<file path="config.mk">
export PLATFORM = sky130hd
export DESIGN_NAME = fft16_bfu_sequencer
export DESIGN_NICKNAME = d
export VERILOG_FILES = /design/src/rtl/fft_pkg.sv /design/src/rtl/fft_addr_gen.sv /design/src/rtl/fft16_bfu_sequencer.sv
export SDC_FILE = /design/constraint.sdc
export NUM_CORES = 2
export LEC_CHECK = 0
export ABC_CLOCK_PERIOD_IN_PS = 14800
export CORE_MARGIN = 2
export CORE_UTILIZATION = 35
export CTS_BUF_LIST = sky130_fd_sc_hd__clkbuf_4 sky130_fd_sc_hd__clkbuf_8 sky130_fd_sc_hd__clkbuf_16
export DETAILED_ROUTE_END_ITERATION = 12
export PLACE_DENSITY = 0.49
export SYNTH_ARGS = -nofsm -noshare
export SYNTH_HDL_FRONTEND = slang
export SYNTH_SLANG_ARGS = --single-unit
</file>
<file path="constraint.sdc">
create_clock -name clk -period 14.8 [get_ports clk]
set_clock_uncertainty 0.05 [all_clocks]
set_input_delay 1.48 -clock clk [delete_from_list [all_inputs] [get_ports clk]]
set_output_delay 1.48 -clock clk [all_outputs]
set_load 0.05 [all_outputs]
</file>
<file path="src/rtl/fft_pkg.sv">
// Shared constants, controller state encoding and bit-reverse helper for the FFT family.
// Latency: n/a (declarations only).
// Backpressure: n/a.
package fft_pkg;

  localparam int N     = 16;
  localparam int LOG2N = 4;
  localparam int DW    = 16;

  // IDLE -> LOAD -> (ISSUE -> WAIT -> WRITE) x32 -> UNLOAD -> IDLE
  typedef enum logic [2:0] {
    IDLE   = 3'd0,
    LOAD   = 3'd1,
    ISSUE  = 3'd2,
    WAIT   = 3'd3,
    WRITE  = 3'd4,
    UNLOAD = 3'd5
  } state_t;

  // Reverses the 4-bit sample index so the DIT butterflies find their inputs
  // in the order the in-place schedule expects.
  function automatic logic [3:0] bitrev4(input logic [3:0] x);
    return {x[0], x[1], x[2], x[3]};
  endfunction

endpackage

</file>
<file path="src/rtl/fft_addr_gen.sv">
// Radix-2 DIT in-place address/twiddle generator: (stage, butterfly) -> (addr_a, addr_b, twiddle).
// Latency: purely combinational, zero cycles.
// Backpressure: none; outputs follow the inputs.
//
// Ports:
//   stage   : stage s, 0..3
//   bfly    : butterfly b within the stage, 0..7
//   addr_a  : grp*2*span + pos
//   addr_b  : addr_a + span
//   twiddle : k of W16^k, pos << (3-s)
module fft_addr_gen
  import fft_pkg::*;
(
  input  logic [1:0]       stage,
  input  logic [2:0]       bfly,
  output logic [LOG2N-1:0] addr_a,
  output logic [LOG2N-1:0] addr_b,
  output logic [LOG2N-1:0] twiddle
);

  logic [3:0] span;
  logic [3:0] pos;
  logic [3:0] grp;

  always_comb begin
    span    = 4'd1 << stage;
    pos     = {1'b0, bfly} & (span - 4'd1);
    grp     = {1'b0, bfly} >> stage;
    // Two shifts rather than << (stage+1): the 2-bit sum would wrap at s=3.
    // grp*2*span never exceeds 14, so 4 bits hold the result.
    addr_a  = ((grp << stage) << 1) + pos;
    addr_b  = addr_a + span;
    // pos < span, so pos << (3-s) stays below 8.
    twiddle = pos << (2'd3 - stage);
  end

endmodule

</file>
<file path="src/rtl/fft16_bfu_sequencer.sv">
// 16-point radix-2 DIT FFT controller that time-shares one external butterfly unit.
// Latency: 16 load cycles + 32*(L+2) compute cycles + 16 unload cycles (L = butterfly latency).
// Backpressure: in_valid/in_ready during LOAD; out_valid held with stable data until out_ready.
//
// Ports:
//   clk, rst               : clock, asynchronous active-high reset
//   start                  : begin a transform (sampled only in IDLE)
//   in_valid/in_ready      : sample handshake, in_real/in_imag in natural order
//   out_valid/out_ready    : bin handshake, out_real/out_imag/out_index in natural bin order
//   busy, done             : busy outside IDLE; done pulses once after bin 15 is accepted
//   bf_ra/ca/rb/cb         : butterfly operands A and B, bf_twiddle selects W16^k
//   bf_new_input_flag      : one-cycle issue strobe
//   bf_oa_*/bf_ob_*        : butterfly results, valid when bf_ready_flag is high
module fft16_bfu_sequencer #(
  parameter int N  = 16,
  parameter int DW = 16
) (
  input  logic          clk,
  input  logic          rst,
  input  logic          start,
  input  logic          in_valid,
  output logic          in_ready,
  input  logic [DW-1:0] in_real,
  input  logic [DW-1:0] in_imag,
  output logic          out_valid,
  input  logic          out_ready,
  output logic [DW-1:0] out_real,
  output logic [DW-1:0] out_imag,
  output logic [3:0]    out_index,
  output logic          busy,
  output logic          done,
  output logic [DW-1:0] bf_ra,
  output logic [DW-1:0] bf_ca,
  output logic [DW-1:0] bf_rb,
  output logic [DW-1:0] bf_cb,
  output logic [3:0]    bf_twiddle,
  output logic          bf_new_input_flag,
  input  logic [DW-1:0] bf_oa_r,
  input  logic [DW-1:0] bf_oa_c,
  input  logic [DW-1:0] bf_ob_r,
  input  logic [DW-1:0] bf_ob_c,
  input  logic          bf_ready_flag
);

  import fft_pkg::*;

  localparam int         NBF         = (N / 2) * LOG2N;
  localparam logic [4:0] LAST_SAMPLE = 5'(N - 1);
  localparam logic [4:0] LAST_BF     = 5'(NBF - 1);

  state_t state_q, state_d;

  // One counter serves all phases: sample n in LOAD, butterfly {s,b} during
  // compute, bin address in UNLOAD. It is cleared on every phase change.
  logic [4:0] cnt_q, cnt_d;

  logic [2*DW-1:0] mem [0:N-1];

  logic [3:0]      gen_a, gen_b, gen_tw;
  logic [3:0]      wa_q, wb_q;
  logic [2*DW-1:0] res_a_q, res_b_q;
  logic            load_acc;

  // Addresses are generated for the butterfly about to be issued (cnt_d), so
  // operands can be read on the very edge that enters ISSUE.
  fft_addr_gen u_addr_gen (
    .stage   (cnt_d[4:3]),
    .bfly    (cnt_d[2:0]),
    .addr_a  (gen_a),
    .addr_b  (gen_b),
    .twiddle (gen_tw)
  );

  assign load_acc = (state_q == LOAD) && in_valid && in_ready;

  always_comb begin
    state_d = state_q;
    cnt_d   = cnt_q;
    case (state_q)
      IDLE: begin
        if (start) begin
          state_d = LOAD;
          cnt_d   = 5'd0;
        end
      end
      LOAD: begin
        if (in_valid && in_ready) begin
          if (cnt_q == LAST_SAMPLE) begin
            state_d = ISSUE;
            cnt_d   = 5'd0;
          end else begin
            cnt_d = cnt_q + 5'd1;
          end
        end
      end
      ISSUE: begin
        state_d = WAIT;
      end
      WAIT: begin
        if (bf_ready_flag) begin
          state_d = WRITE;
        end
      end
      WRITE: begin
        if (cnt_q == LAST_BF) begin
          state_d = UNLOAD;
          cnt_d   = 5'd0;
        end else begin
          state_d = ISSUE;
          cnt_d   = cnt_q + 5'd1;
        end
      end
      UNLOAD: begin
        if (out_valid && out_ready) begin
          if (cnt_q == LAST_SAMPLE) begin
            state_d = IDLE;
            cnt_d   = 5'd0;
          end else begin
            cnt_d = cnt_q + 5'd1;
          end
        end
      end
      default: begin
        state_d = IDLE;
        cnt_d   = 5'd0;
      end
    endcase
  end

  always_ff @(posedge clk or posedge rst) begin
    if (rst) begin
      state_q           <= IDLE;
      cnt_q             <= 5'd0;
      in_ready          <= 1'b0;
      busy              <= 1'b0;
      done              <= 1'b0;
      bf_new_input_flag <= 1'b0;
      out_valid         <= 1'b0;
      out_real          <= '0;
      out_imag          <= '0;
      out_index         <= 4'd0;
      bf_ra             <= '0;
      bf_ca             <= '0;
      bf_rb             <= '0;
      bf_cb             <= '0;
      bf_twiddle        <= 4'd0;
      wa_q              <= 4'd0;
      wb_q              <= 4'd0;
      res_a_q           <= '0;
      res_b_q           <= '0;
    end else begin
      state_q           <= state_d;
      cnt_q             <= cnt_d;
      // Status outputs are registered from the next state so they line up
      // exactly with the state they describe.
      in_ready          <= (state_d == LOAD);
      busy              <= (state_d != IDLE);
      done              <= (state_q == UNLOAD) && (state_d == IDLE);
      bf_new_input_flag <= (state_d == ISSUE);

      // Operand read shares an edge with the previous WRITE. No bypass is
      // needed: butterflies of one stage touch disjoint addresses, and at
      // each stage boundary the last write pair ({14,15},{13,15},{11,15})
      // never overlaps the first read pair ({0,2},{0,4},{0,8}).
      if (state_d == ISSUE) begin
        {bf_ra, bf_ca} <= mem[gen_a];
        {bf_rb, bf_cb} <= mem[gen_b];
        bf_twiddle     <= gen_tw;
        wa_q           <= gen_a;
        wb_q           <= gen_b;
      end

      if ((state_q == WAIT) && bf_ready_flag) begin
        res_a_q <= {bf_oa_r, bf_oa_c};
        res_b_q <= {bf_ob_r, bf_ob_c};
      end

      // Without a handshake cnt_d == cnt_q, so the same bin is re-read and
      // the presented data stays stable under backpressure.
      out_valid <= (state_d == UNLOAD);
      if (state_d == UNLOAD) begin
        {out_real, out_imag} <= mem[cnt_d[3:0]];
        out_index            <= cnt_d[3:0];
      end
    end
  end

  // Sample store: not reset, contents only matter after a complete LOAD.
  // LOAD writes one port, WRITE uses both ports in the same cycle.
  always_ff @(posedge clk) begin
    if (load_acc) begin
      mem[bitrev4(cnt_q[3:0])] <= {in_real, in_imag};
    end
    if (state_q == WRITE) begin
      mem[wa_q] <= res_a_q;
      mem[wb_q] <= res_b_q;
    end
  end

endmodule

</file>
==> summary.md <==
| Metric | Value |
|---|---|
| Status | `finished, final reports clean` |
| Warnings, synthesis | `0` |
| Setup tns final | `0 ns` |
| Max stage delay on crit path | `around 1.4 ns` |
| Clock buffer depth | `3` |
| RSZ-0062 raised after global routing | `false` |
| Tcrit/Tclk final | `0.580` |
| Chip height | `between 300 and 400 um` |
| Yosys top cell area share | `0.349` |
| Max Clk Rate | `0.116 GHz` |
| Final setup viols | `0` |
| Most area-hungry cell type in the Yosys netlist | `edfxtp_1` |
| Residual DRC | `0` |
| Largest net degree at the start of global routing | `~180` |
| Die area | `approximately 130000 um^2` |
| HP Class | `reg -> reg` |
| WL per Instance | `~35 um` |
| Clk slew on worst S/H paths | `0.06 ns` |
| Final slew viol count | `0` |
| Resized cells post-CTS | `0` |
| Worst-Skew Late Latency | `approximately 0.69 ns` |
| Hold Fails Final Rpt | `0` |
| Area of the multi-input gates | `~22000 um^2` |
| HPWL Detailed | `approximately 130000 um` |
| # IOs | `roughly 210` |
| Routed via count | `between 40000 and 50000` |
| Seq/Total Area, Yosys | `0.456` |
| Tot GR Track Use | `0.341` |
| Initial Utilization | `0.352` |
| Rows | `130` |
| Core area | `125000 um^2` |
| Crit path DAT | `a little over 9 ns` |
| Global-route wire length before repair | `roughly 320000 um` |
| Synth Cell Area | `~44000 um^2` |
| Fin crit period | `roughly 8.6 ns` |
| Commonest non-fill, non-tap cell in the layout | `a21oi_1` |
| Root buf cell | `clkbuf_16` |
| DIE WIDTH | `359 um` |
| Syn nets | `~5000` |
| Cell variety after synth | `95` |
| Synth top area cells | `edfxtp_1 35%, dfrtp_1 11%, a21oi_1 8.3%` |
| Most frequent CP cell | `buf_4` |
| Port buffer count | `210` |
| Postcts setup bufs | `0` |
| Clock Sinks | `approximately 700` |
| DR iter-0 viols | `a little over 8000` |
| Area Overhead vs Synth | `14.5%` |
| Commonest non-fill, non-tap cells in the layout | `732 x a21oi_1, 670 x nor2_1, 571 x nand2_1, 512 x edfxtp_1, 210 x clkdlybuf4s50_1` |
| Setup CP Type | `reg -> reg` |
| Initial antenna violation count | `9` |
| Post-synth EDFFs | `about 510` |
| Final ANT Viol Nets | `0` |
| Max Cap Viol | `0` |
| GPL Wtd Cong | `0.908` |
| CTS tree | `done` |
| Relative slew slack | `0.154` |
| Crit path launch type | `flop` |
| Via density | `slightly below 7` |
| Crit end category | `flop` |
| Mean post-synth cell area | `9.01 um^2` |
| Initial DRT Pass Iterations | `7` |
| Vias in the first global route | `around 40000` |
| Final wirelength | `about 230000 um` |
| Hold_buf cts | `0` |
| TritonCTS Buffers | `86` |
| Hold path start | `out_index[3]` |
| Cell breakdown of the critical path | `or3b_4 > buf_4 > o21ai_0 > o21ai_1 > and2_4 > nor2_1 > ha_4 > inv_1 > fa_4 > nand2_1 > buf_4 > nor3_4 > buf_4 > a221o_1 > o32ai_1 > a31oi_1` |
| # H-tree levels | `3` |
| Most common flop cell mapped by yosys | `edfxtp_1` |
| Share of post-route cells with drive strength above 1 | `0.110` |
| Filler cells | `about 12000` |
| Crit-path max FO | `61` |
| Final net count | `about 4900` |
| Worst EP required | `about 15 ns` |
| Synth async-reset ratio | `0.270` |
| Slowest CP cell | `fa_4` |
| Register area | `just over 20000 um^2` |
| Seq cells post-synth | `~700` |
| Total congestion overflow | `0` |
| Worst reg2reg path startpoint | `state_q[0]` |
| Crit. Startpoint | `state_q[0]` |
| Slew @ Worst Pin | `about 1.3 ns` |
| Synth Instances | `4893` |
==> per-layer routing <==
metal	share of wire	GRT usage	vias to the layer above
li1	-	-	18100
met1	0.40	0.482	21200
met2	0.40	0.471	3682
met3	0.14	0.0973	756
met4	0.058	0.174	8
met5	0.00032	0.00222	-
==> state kept, by name, summed over array words and instances (netlist names), 3 cells and up <==
name / flops
bf_ca: 16
mem: 512
out_imag: 16
bf_cb: 16
wb_q: 4
out_real: 16
state_q: 3
res_a_q: 32
out_index: 4
wa_q: 4
bf_twiddle: 4
res_b_q: 32
bf_rb: 16
bf_ra: 16
cnt_q: 5
==> logic make-up (layout without fill, tap and decap cells) <==
family	after synthesis	after routing	share of synthesized area
compound gates	1625	1625	0.237
xor+xnor	3	3	0.000596
fa+ha+maj	9	9	0.00290
buf+inv	579	523	0.0567
flops	701	701	0.456
mux	296	296	0.0821
other cells	1	2	0.0000851
simple gates	1679	1679	0.164
==> synth_stat cells (24+ instances only) <==
master    instances
a211oi_1         54
a21oi_1         732
a221o_1          69
a221oi_1         40
a22oi_1          29
a311oi_1         43
a31oi_1          70
a32oi_1          24
and3_1          100
buf_1            58
buf_2            97
clkbuf_1        361
dfrtp_1         189
edfxtp_1        512
mux2_2          103
mux2i_1         151
mux4_2           42
nand2_1         592
nand3_1         178
nor2_1          677
nor4_1           26
o21ai_0         189
o221ai_1         78
o22a_1           42
o22ai_1          97
o32a_1           35
o32ai_1          26
==> final cells by class <==
type / instances / share of cell area
multi-input cells: 3613 / 0.438
flip-flops and latches: 701 / 0.398
repair buffers: 338 / 0.0617
clock buffers: 124 / 0.0511
well taps: 1650 / 0.0409
clock inverters: 36 / 0.00719
inverters: 25 / 0.00243
diodes: 1 / 0.0000496
==> through the flow <==
step / setup slack, ns / utilization / cells / cell area [um^2] / hold slack (ns)
3_3_place_gp: 5.99 / 0.379 / 6327 / 47500 / 0.419
2_1_floorplan: 8.04 / - / 4893 / 44100 / 0.429
5_1_grt: 6.00 / 0.403 / 6487 / 50500 / 0.444
3_5_place_dp: 5.80 / 0.379 / 6327 / 47500 / 0.418
4_1_cts: 6.40 / 0.403 / 6487 / 50500 / 0.431
6_report: 6.21 / 0.403 / 6488 / 50500 / 0.424
==> path summary, 6_finish.rpt <==
path,to,slack [ns],cells after the start
max in group asynchronous,out_imag[5],11.72,3
max,bf_rb[15],6.21,16
min reg2reg,out_index[3],0.42,1
min in group asynchronous,res_b_q[21],1.30,2
max reg2reg,bf_rb[15],6.21,16
min,out_index[3],0.42,1
==> worst max-delay path: cells and delay by family, from the launching register on <==
family / cells / cell delay, ns
AOI/OAI and AO/OA: 5 / 1.09
buffers and inverters: 4 / 1.81
adders and majority gates: 2 / 2.12
and+or+nand+nor: 5 / 2.63
DFF: 1 / 0.74
Power is not shown: default switching activity piles up to over one toggle a cycle in this logic, so the estimate is an artifact.
